--- src/rtl/jpc_fetch_ctrl.sv ---
// jpc_fetch_ctrl: fetch sequencer between jpc_pc, the imem port and decode.
// Issues one imem request at a time, buffers one instruction for decode and
// applies branch/jump redirects, killing any fetch still in flight.
// Optional feature macro: JPC_FETCH_MISALIGN_EN (misaligned-redirect fault,
// adds the fault_O port and the FAULT state).
module jpc_fetch_ctrl #(
  parameter logic [31:0] PC_STEP = 32'd4
) (
  input  logic        clk,
  input  logic        rst_n,
  input  logic [31:0] pc_I,
  output logic [31:0] next_pc_O,
  output logic        pc_enable_O,
  output logic        imem_req_O,
  output logic [31:0] imem_addr_O,
  input  logic        imem_gnt_I,
  input  logic        imem_rvalid_I,
  input  logic [31:0] imem_rdata_I,
  input  logic        redirect_I,
  input  logic [31:0] redirect_pc_I,
  input  logic        stall_I,
`ifdef JPC_FETCH_MISALIGN_EN
  output logic        fault_O,
`endif
  output logic        instr_valid_O,
  output logic [31:0] instr_O,
  output logic [31:0] instr_pc_O
);

  localparam logic [1:0] IDLE  = 2'd0;
  localparam logic [1:0] FETCH = 2'd1;
  localparam logic [1:0] WAIT  = 2'd2;
`ifdef JPC_FETCH_MISALIGN_EN
  localparam logic [1:0] FAULT = 2'd3;
`endif

  logic [1:0] state;
  logic       kill;     // the outstanding response belongs to a squashed fetch
  logic       blocked;
  logic       consume;
  logic       redir;
  logic       misal;
  logic       granted;
  logic       accept;

  assign blocked = instr_valid_O & stall_I;
  assign consume = instr_valid_O & ~stall_I;
  // redirects are only meaningful once the sequencer has left IDLE
  assign redir   = redirect_I & (state != IDLE);
`ifdef JPC_FETCH_MISALIGN_EN
  assign misal   = redir & (redirect_pc_I[1:0] != 2'b00);
`else
  assign misal   = 1'b0;
`endif

  assign imem_req_O  = (state == FETCH) & ~blocked;
  assign imem_addr_O = imem_req_O ? pc_I : 32'd0;
  assign granted     = imem_req_O & imem_gnt_I;
  // a response lands in the buffer only when it is live and not overridden
  assign accept      = (state == WAIT) & imem_rvalid_I & ~kill & ~redir;

  // PC update: redirect wins, otherwise step past an accepted instruction
  always_comb begin
    pc_enable_O = 1'b0;
    next_pc_O   = pc_I;
    if (redir && !misal) begin
      pc_enable_O = 1'b1;
      next_pc_O   = redirect_pc_I;
    end else if (accept) begin
      pc_enable_O = 1'b1;
      next_pc_O   = pc_I + PC_STEP;
    end
  end

  // fetch FSM and kill tracking
  always_ff @(posedge clk or negedge rst_n) begin
    if (!rst_n) begin
      state <= IDLE;
      kill  <= 1'b0;
    end else begin
      case (state)
        IDLE: state <= FETCH;
        FETCH: begin
          if (redir) begin
            kill <= granted;
`ifdef JPC_FETCH_MISALIGN_EN
            if (misal) state <= FAULT;
            else
`endif
            state <= granted ? WAIT : FETCH;
          end else if (granted) begin
            state <= WAIT;
          end
        end
        WAIT: begin
          if (redir) begin
            // a coincident response is simply dropped; otherwise kill the next one
            kill <= ~imem_rvalid_I;
`ifdef JPC_FETCH_MISALIGN_EN
            if (misal) state <= FAULT;
            else
`endif
            state <= imem_rvalid_I ? FETCH : WAIT;
          end else if (imem_rvalid_I) begin
            kill  <= 1'b0;
            state <= FETCH;
          end
        end
`ifdef JPC_FETCH_MISALIGN_EN
        FAULT: begin
          if (redir) begin
            // leave via WAIT if a killed response is still owed, keeping one outstanding
            kill <= kill & ~imem_rvalid_I;
            if (misal)                       state <= FAULT;
            else if (kill && !imem_rvalid_I) state <= WAIT;
            else                             state <= FETCH;
          end else if (imem_rvalid_I) begin
            kill <= 1'b0;
          end
        end
`endif
        default: begin
          state <= IDLE;
          kill  <= 1'b0;
        end
      endcase
    end
  end

  // single-entry instruction buffer for decode
  always_ff @(posedge clk or negedge rst_n) begin
    if (!rst_n) begin
      instr_valid_O <= 1'b0;
      instr_O       <= 32'd0;
      instr_pc_O    <= 32'd0;
    end else if (redir) begin
      instr_valid_O <= 1'b0;
    end else if (accept) begin
      instr_valid_O <= 1'b1;
      instr_O       <= imem_rdata_I;
      instr_pc_O    <= pc_I;
    end else if (consume) begin
      instr_valid_O <= 1'b0;
    end
  end

`ifdef JPC_FETCH_MISALIGN_EN
  // one-cycle fault pulse after a misaligned redirect
  always_ff @(posedge clk or negedge rst_n) begin
    if (!rst_n) fault_O <= 1'b0;
    else        fault_O <= misal;
  end
`endif

endmodule

--- config.mk ---
export PLATFORM = sky130hd
export DESIGN_NAME = jpc_fetch_ctrl
export DESIGN_NICKNAME = d
export VERILOG_FILES = /design/src/rtl/jpc_fetch_ctrl.sv
export SDC_FILE = /design/constraint.sdc
export NUM_CORES = 1
export LEC_CHECK = 0
export ABC_CLOCK_PERIOD_IN_PS = 2550
export CAP_MARGIN = 20
export CORE_MARGIN = 5
export CORE_UTILIZATION = 35
export DETAILED_ROUTE_END_ITERATION = 6
export GPL_TIMING_DRIVEN = 0
export PLACE_DENSITY = 0.76
export SYNTH_ARGS = -nofsm -noshare
export SYNTH_HDL_FRONTEND = slang
export SYNTH_SLANG_ARGS = --single-unit
--- constraint.sdc ---
create_clock -name clk -period 2.55 [get_ports clk]
set_clock_uncertainty 0.2 [all_clocks]
set_input_delay 0.6375 -clock clk [delete_from_list [all_inputs] [get_ports clk]]
set_output_delay 0.6375 -clock clk [all_outputs]
set_load 0.03 [all_outputs]
Word-level counts from Yosys, hierarchy flattened
Cells that the tools add are included.
W data, S select, Z words.
Operators by class
  add/subtract/negate cells: 1
  equal/unequal tests: 5
  muxes and demuxes: 19
  bitwise operators: 14
  reductions and logical operators: 6
Operators with widths (count)
  $mux W32: 3
  $add A32 B3 Y32 const B: 1
  $mux W2: 6
  $and A1 B1 Y1: 8
  $mux W1: 8
  $ne A3 B3 Y1 const B: 2
  $not A1 Y1: 6
  $pmux W2 S3: 1
  $reduce_and A2 Y1: 2
  $pmux W1 S3: 1
  $reduce_and A3 Y1: 1
  $reduce_bool A3 Y1: 1
  $eq A2 B1 Y1 const B: 1
  $eq A2 B2 Y1 const B: 1
  $logic_not A2 Y1: 1
  $ne A2 B2 Y1 const B: 1
  $reduce_bool A2 Y1: 1
Word-level totals
  register bits: 68
  logic and storage cells: 50

Longest topological paths before layout
Gate-level depths: netlist of run 1.
  word-level depth: 7
  gate-level depth with buffers: 9

Worst setup path before layout of run 1
Ideal clock, no wire load.
  path type: reg2out
  from: reg state[0]
  to: out next_pc_O[13]
  arrival: 2.280 ns
  setup slack: -0.567 ns
  cell stages (with the launch flop): 10
  buffers on the path: 2
  path through: dfrtp_1 > inv_1 > ha_1 > nand2b_1 > clkbuf_8 > nand3_4 > clkbuf_1 > nor3_1 > xnor2_1 > o21ai_0
Between the ends
  longest elaborated chain between the ends: 6
  elaborated cells on any way between the ends: 9
  classes of those cells: eq/ne: 1; mux: 2; bitwise: 5; reduce/logical: 1
Ends and longest elaborated chain
  start: declaration: RTL line 37  | logic [1:0] state;
  start signal: assignment: RTL line 90  | state <= granted ? WAIT : FETCH;
  start signal: assignment: RTL line 103  | state <= imem_rvalid_I ? FETCH : WAIT;
  $eq A2 B2 Y1 / $reduce_bool A2 Y1 (equally long branches): RTL line 60, 49
  $and A1 B1 Y1 (on tied branches): RTL line 60, 49
  $and A1 B1 Y1 / $not A1 Y1 (equally long branches)
  $and A1 B1 Y1: RTL line 60  | assign accept = (state == WAIT) & imem_rvalid_I & ~kill & ~redir;
  $mux W32: RTL line 69  | end else if (accept) begin
  $mux W32 *: RTL line 66  | if (redir && !misal) begin
  end: declaration: RTL line 12  | output logic [31:0] next_pc_O,
Every way passes the cells marked *; elsewhere a longest branch is shown, timed or not.

Worst setup path in the final report of run 1
  from: in pc_I[2]
  to: out next_pc_O[22]
Between the ends
  longest elaborated chain between the ends: 3
Ends and longest elaborated chain
  start: declaration: RTL line 11  | input logic [31:0] pc_I,
  $add A32 B3 Y32: RTL line 71  | next_pc_O = pc_I + PC_STEP;
  $mux W32: RTL line 69
  $mux W32: RTL line 66
No other way between the ends.

==> metrics.cfg, run 1 <==
[sta]
worst_case_setup_margin_in_the_final_layout_ns = -0.5971
finalCriticalPeriod_ns = 3.147
totalNegativeSetupSlack_ns = -15.44
max_slew_margin_pct = 41.02
grt_setup_unrepaired = yes
tcrit_tclk_final_pct = 123.4
achievable-frequency_ghz = 0.3178
finalSetupViolCount = 32
maxSlewViolCount = 0
hold_violations = 0
worst_margin_pin_slew_ns = 0.8847

[global_route]
grt_first_pass_wirelength_um = 24920
globalRouteTotalUtil_pct = 22.17
use_met1_pct = 25.72
grt_util_met2_pct = 38.36
global_route.overflow_total = 0
grt_max_degree = 69
globalRouteMet3Util_pct = 7.211
grt_antenna_before_repair = 0
gr-max-usage-layer = met2
grt_pass1_vias = 4472

[setup_path]
cp_data_required_time_ns = 1.71
ff2ff_path_depth = 10
worstReg2RegStart = state[0]
cp.buffers_inverters = 3
slowest_stage = dlygate4sd2_1
r2r_setup_slack_ns = 0.10
regToRegEndpoint = instr_O[21]
path_delay_family = buffers and inverters
cp_slowest_stage_delay_ns = 0.41
worstSetupPathType = in2out
setup.worst_path.end_class = output port
start_kind = input pin
arrival_ns = 2.31
cp_cell_sequence = dlygate4sd2_1 -> ha_4 -> nand3_4 -> buf_16 -> nor4_4 -> xnor2_1 -> o21ai_2 -> buf_6
worstPathMaxFanout = 5

[die]
core.rowCount = 39
initial_utilization_pct = 35.80
ios = 233
floorplan.die.width_um = 118.3
design.core.area_um2 = 11470
die_area_um2 = 13990
die_height_um = 118.3

[place]
detailed_place_hpwl_um = 11660
io_buffers = 230
gp_routability_congestion = 0.8022

[clocking]
cts_root_buf = clkbuf_16
clock_tree.htree_level_count = 3
clock_path_buffers = 2
post_cts_hold_buffer_count = 0
cts.reportedPaths.clkPinSlew_ns = 0.06
insertion_delay_ns = 0.32
clock-sinks = 68
cts_made_buffers = 9
tritoncts = built

[status]
status = finished, violations left
violations_in_the_final_reports = setup timing

[synth]
seq_cells_post_synth = 68
ys_seq_area_share_pct = 41.45
synth_warn = 0
synth_ff_type = dfrtp_1
number_of_synthesized_flops_with_an_enable_pin = 0
synth_cells = 382
synthDistinctLibCells = 42
area_of_the_mapped_netlist_um2 = 4105
synth.most_common_cell = dfrtp_1
synth_area_per_cell_um2 = 10.75
ys_async_sr_fraction_pct = 100.0
post-synth-top-area-fraction_pct = 41.45
synth.net_count = 489
cell_types_with_the_largest_area_share_after_synthesis = dfrtp_1, mux2_2, xnor2_1
post-synth-top-area-cell = dfrtp_1
synth.cells.most_frequent = dfrtp_1, mux2_2, nand2_1

[job]
max_cap_violations = 0

[route]
wire_per_inst_um = 20.01
detail_route.wirelength_um = 16350
drt_iter0_drc = 121
vias_per_cell = 5.088
antenna_violating_nets_post_route = 0
drc = 0
drtPass1Iterations = 4
vias = 4157

[finish]
fillCellCount = 886
finalNetCount = 776
final_util_pct = 68.93
layout-area-overhead-vs-synth_pct = 92.53
antenna_cells = 0
fraction_of_final_layout_cells_with_drive_strength_greater_than_1_pct = 48.52

[power_and_ir_drop]
p_leak_nw = 3.668
peakVddDrop_mv = 0.6388
pwr_density_cell_nw_per_um2 = 1094

[min_path]
hp_class = in2async

[final cells by class]
cell class	count	area [µm²]	area share, %
plain buffers	27	331.6	4.195
well taps	143	178.9	2.264
inverters	9	33.78	0.4274
flip-flops and latches	68	1702	21.53
repair buffers	278	2653	33.56
clock inverters	6	72.57	0.9182
multi-input cells	276	2704	34.21
clock buffers	10	229.0	2.897
[worst register-to-register path, cell delays in order, from the launching register on]
cell and delay [ns]:
dfrtp_1 0.39, inv_2 0.09, buf_6 0.10, ha_4 0.13, buf_6 0.10, nor2b_4 0.03, buf_8 0.12, buf_4 0.16
nor2_4 0.32, buf_2 0.33, mux2_2 0.37
[state kept, by name, summed over array words and instances (netlist names)]
name           flops
instr_O           32
instr_pc_O        32
state              2
instr_valid_O      1
kill               1
[what timing repair did]
action / CTS / global route
pin swaps: 39 / 46
hold endpoints to repair: 0 / 0
setup endpoints to repair: 126 / 124
buffers inserted: 23 / 22
resized for setup: 414 / 131
cloned: 5 / 2
[kinds of logic after synthesis]
kind of cell	after synthesis	share of synthesized area [%]
simple gates	136	21.40
compound gates	40	5.212
flops	68	41.45
fa+ha+maj	5	1.524
buf+inv	38	6.157
xor+xnor	29	6.187
mux	66	18.07
[cells in the final DEF (no fill, tap or decap), types with 14 or more instances in the layout]
master / netlist / routed
clkdlybuf4s50_1: 0 / 136
dfrtp_1: 68 / 68
mux2_2: 63 / 63
buf_6: 2 / 47
nand2_1: 48 / 40
buf_2: 6 / 33
and3_1: 32 / 31
buf_4: 3 / 27
o21ai_2: 0 / 23
clkbuf_2: 0 / 17
nor4_4: 3 / 16
clkbuf_16: 0 / 14
[where the power goes]
group	internal, W	switching, W
Combinational	0.00241	0.00309
Clock	0.000768	0.000500
Sequential	0.00161	0.000276
Total	0.00478	0.00387
[worst max-delay path by stage]
stage	startpoint	end	slack (ns)	cells after the start
3_3_place_gp	rst_n	instr_O[10]	-1.73	1
5_1_grt	pc_I[2]	next_pc_O[18]	-0.69	8
4_1_cts	state[0]	next_pc_O[16]	-0.60	11
2_1_floorplan	pc_I[9]	next_pc_O[25]	-0.21	7
3_5_place_dp	pc_I[5]	next_pc_O[27]	-1.50	8
6_report	pc_I[2]	next_pc_O[22]	-0.60	8
[metrics by stage]
step                hold WS [ns]  power, W  cells  setup WS, ns  area [µm²]
floorplan                 0.1419  0.004825    382       -0.2099        4402
global placement          0.2728  0.007003    755        -1.735        6883
detailed placement        0.2976  0.007097    755        -1.501        6880
CTS                       0.2618  0.008561    798       -0.5990        7709
global route              0.3169  0.009038    817       -0.6852        7904
finish                    0.2354  0.008650    817       -0.5971        7904
[per-layer routing]
layer / up-vias / share of wire [%]
li1: 1932 / -
met1: 2023 / 38
met2: 170 / 52
met3: 32 / 7.3
met4: 0 / 2.5
met5: - / 0
Note: power is estimated with default switching activity, not from simulation.
==> run 2: changes to the inputs <==
--- a/config.mk
+++ b/config.mk
@@ -10,7 +10,6 @@
 export CORE_MARGIN = 5
 export CORE_UTILIZATION = 35
 export DETAILED_ROUTE_END_ITERATION = 6
-export GPL_TIMING_DRIVEN = 0
 export PLACE_DENSITY = 0.76
 export SYNTH_ARGS = -nofsm -noshare
 export SYNTH_HDL_FRONTEND = slang
==> metrics.cfg, run 2 (synthesis results as in run 1) <==
[setup_path]
setup.worst_path.end_class = output port
start_kind = flop
arrival_ns = 2.31  ; about the same
worstPathMaxFanout = 7  ; +2
ff2ff_path_depth = 12  ; +2
cp_data_required_time_ns = 1.71  ; about the same
worstReg2RegStart = state[0]
regToRegEndpoint = instr_O[3]
r2r_setup_slack_ns = 0  ; -0.10 ns
worstSetupPathType = reg2out

[finish]
fraction_of_final_layout_cells_with_drive_strength_greater_than_1_pct = 48.57  ; +0.055 points
finalNetCount = 802  ; +3.4%
final_cell_mix = clkdlybuf4s50_1, buf_4, dfrtp_1
fillCellCount = 842  ; -5.0%
sequential_cell_area_um2 = 1702  ; unchanged
multiInputGateArea_um2 = 2728  ; +0.88%
layout_commonest_cell = clkdlybuf4s50_1
final_util_pct = 72.43  ; +3.5 points
layout-area-overhead-vs-synth_pct = 102.3
layout_top_registers = instr_O x32, instr_pc_O x32, state x2

[global_route]
grt_pass1_vias = 4725  ; +5.7%
globalRouteTotalUtil_pct = 22.99  ; +0.82 points
global_route.overflow_total = 0  ; unchanged
grt_first_pass_wirelength_um = 25880  ; +3.9%
grt_antenna_before_repair = 4  ; +4
grt_max_degree = 35  ; -49%

[route]
drc = 0  ; unchanged
antenna_violating_nets_post_route = 0  ; unchanged
top_layer_used = met5
vias_per_cell = 5.111  ; +0.45%
wire_per_inst_um = 20.07  ; +0.26%
detail_route.wirelength_um = 16980  ; +3.8%
met2_wirelength_um = 8607  ; +1.6%
vias = 4324  ; +4.0%
drtPass1Iterations = 4  ; unchanged
met3WireLength_um = 1383  ; +16%
drt_iter0_drc = 189  ; +56%
routedLengthMet1_um = 6433  ; +2.3%

[min_path]
hp_class = in2async

[status]
status = finished, violations left
violations_in_the_final_reports = setup timing

[sta]
maxSlewViolCount = 0  ; unchanged
finalSetupViolCount = 33  ; +3.1%
max_slew_margin_pct = 65.77  ; +25 points
worst_margin_pin_slew_ns = 0.5135  ; -0.3712 ns
grt_setup_unrepaired = yes
worst_case_setup_margin_in_the_final_layout_ns = -0.6016  ; -0.004524 ns
finalCriticalPeriod_ns = 3.152  ; +0.004524 ns
achievable-frequency_ghz = 0.3173  ; -0.14%
tcrit_tclk_final_pct = 123.6  ; +0.18 points
totalNegativeSetupSlack_ns = -15.33  ; +0.1039 ns
hold_violations = 0  ; unchanged

[power_and_ir_drop]
power.share.switching_pct = 44.32  ; -0.41 points
p_leak_nw = 3.827  ; +4.3%
comb_power_share_pct = 64.7  ; +1.1 points
peakVddDrop_mv = 0.9347  ; +46%
p_clk_share_pct = 13.8  ; -0.9 points
seq_power_share_pct = 21.5  ; -0.3 points
net_switching_component_of_the_power_w = 0.003885  ; +0.41%
pwr_density_cell_nw_per_um2 = 1055  ; -3.6%
finalPower_w = 0.008765  ; +1.3%
cell_internal_pwr_w = 0.004881  ; +2.1%

[clocking]
clock_path_buffers = 2  ; unchanged
tritoncts = built
clock_tree.htree_level_count = 3  ; unchanged
insertion_delay_ns = 0.34  ; +0.02 ns
cts_made_buffers = 9  ; unchanged
cts.reportedPaths.clkPinSlew_ns = 0.06  ; about the same
clock-sinks = 68  ; unchanged
cts_root_buf = clkbuf_16

[place]
io_buffers = 232  ; +0.87%
detailed_place_hpwl_um = 12060  ; +3.5%
gp_routability_congestion = 0.8388  ; +4.6%
pre_cts_slack_ns = -0.7946  ; +0.7068 ns

[job]
max_cap_violations = 0  ; unchanged

[die]
design.core.area_um2 = 11470  ; unchanged
floorplan.die.width_um = 118.3  ; unchanged
die_area_um2 = 13990  ; unchanged
die_height_um = 118.3  ; unchanged
core.rowCount = 39  ; unchanged
initial_utilization_pct = 35.80  ; unchanged
ios = 233  ; unchanged

run 2: changes by cell type in the layout (fill, tap and decap cells not counted), moves of 6 or more:
cell	delta
buf_4	+62
buf_2	-32
dlygate4sd2_1	+19
clkbuf_2	-17
buf_12	+11
clkbuf_4	-6
nand2_1	+6
run 2: repair_timing:
item,CTS,global route
setup buffers,17,10
setup endpoints to repair,64,116
pin swaps,66,52
gates cloned,3,3
hold buffers,0,0
resized for setup,129,26
run 2: critical path, stage by stage (launching register included):
cell and delay, ns:
dfrtp_1 0.39, inv_2 0.10, buf_6 0.11, ha_4 0.11
nand2b_4 0.14, nand3_4 0.18, buf_6 0.18, nor4_2 0.25
buf_4 0.17, xnor2_2 0.06, o21ai_2 0.13, buf_6 0.14
run 2: power by group through the flow:
stage | registers, W | logic [W] | clock network, W
2_1_floorplan | 0.00289 | 0.00193 | 0
3_3_place_gp | 0.00186 | 0.00522 | 0
3_5_place_dp | 0.00189 | 0.00529 | 0
4_1_cts | 0.00188 | 0.00561 | 0.00123
5_1_grt | 0.00195 | 0.00593 | 0.00128
6_report | 0.00188 | 0.00567 | 0.00121
run 2: stage by stage:
step / hold WS (ns) / instances / area [µm²]
final: 0.06046 / 846 / 8305
after global routing: 0.09201 / 846 / 8305
after CTS: 0.06453 / 835 / 8090
after detailed placement: 0.2819 / 800 / 7184
after global placement: 0.2727 / 800 / 7184
after floorplan: 0.1419 / 382 / 4402
run 2: cell type report:
| cell class | instances | share of cell area [%] |
|---|---|---|
| timing repair buffer | 331 | 40.58 |
| multi-input combinational | 276 | 32.84 |
| tap | 143 | 2.154 |
| clock buffer | 10 | 2.877 |
| sequential | 68 | 20.49 |
| antenna | 3 | 0.09039 |
| inverter | 9 | 0.4067 |
| clock inverter | 6 | 0.5574 |
run 2: worst max path at each step:
stage,startpoint,end,slack (ns),cells after the start
6_report,state[0],next_pc_O[31],-0.60,11
5_1_grt,state[0],next_pc_O[25],-0.67,10
4_1_cts,state[0],next_pc_O[18],-0.56,9
3_5_place_dp,imem_rvalid_I,next_pc_O[20],-0.79,8
3_3_place_gp,imem_rvalid_I,next_pc_O[20],-0.73,8
2_1_floorplan,pc_I[9],next_pc_O[25],-0.21,7
run 2: layer usage:
layer	GRT usage [%]	up-vias
met5	0	-
met4	9.176	2
met3	7.975	44
met2	39.06	174
met1	26.51	2118
li1	-	1986
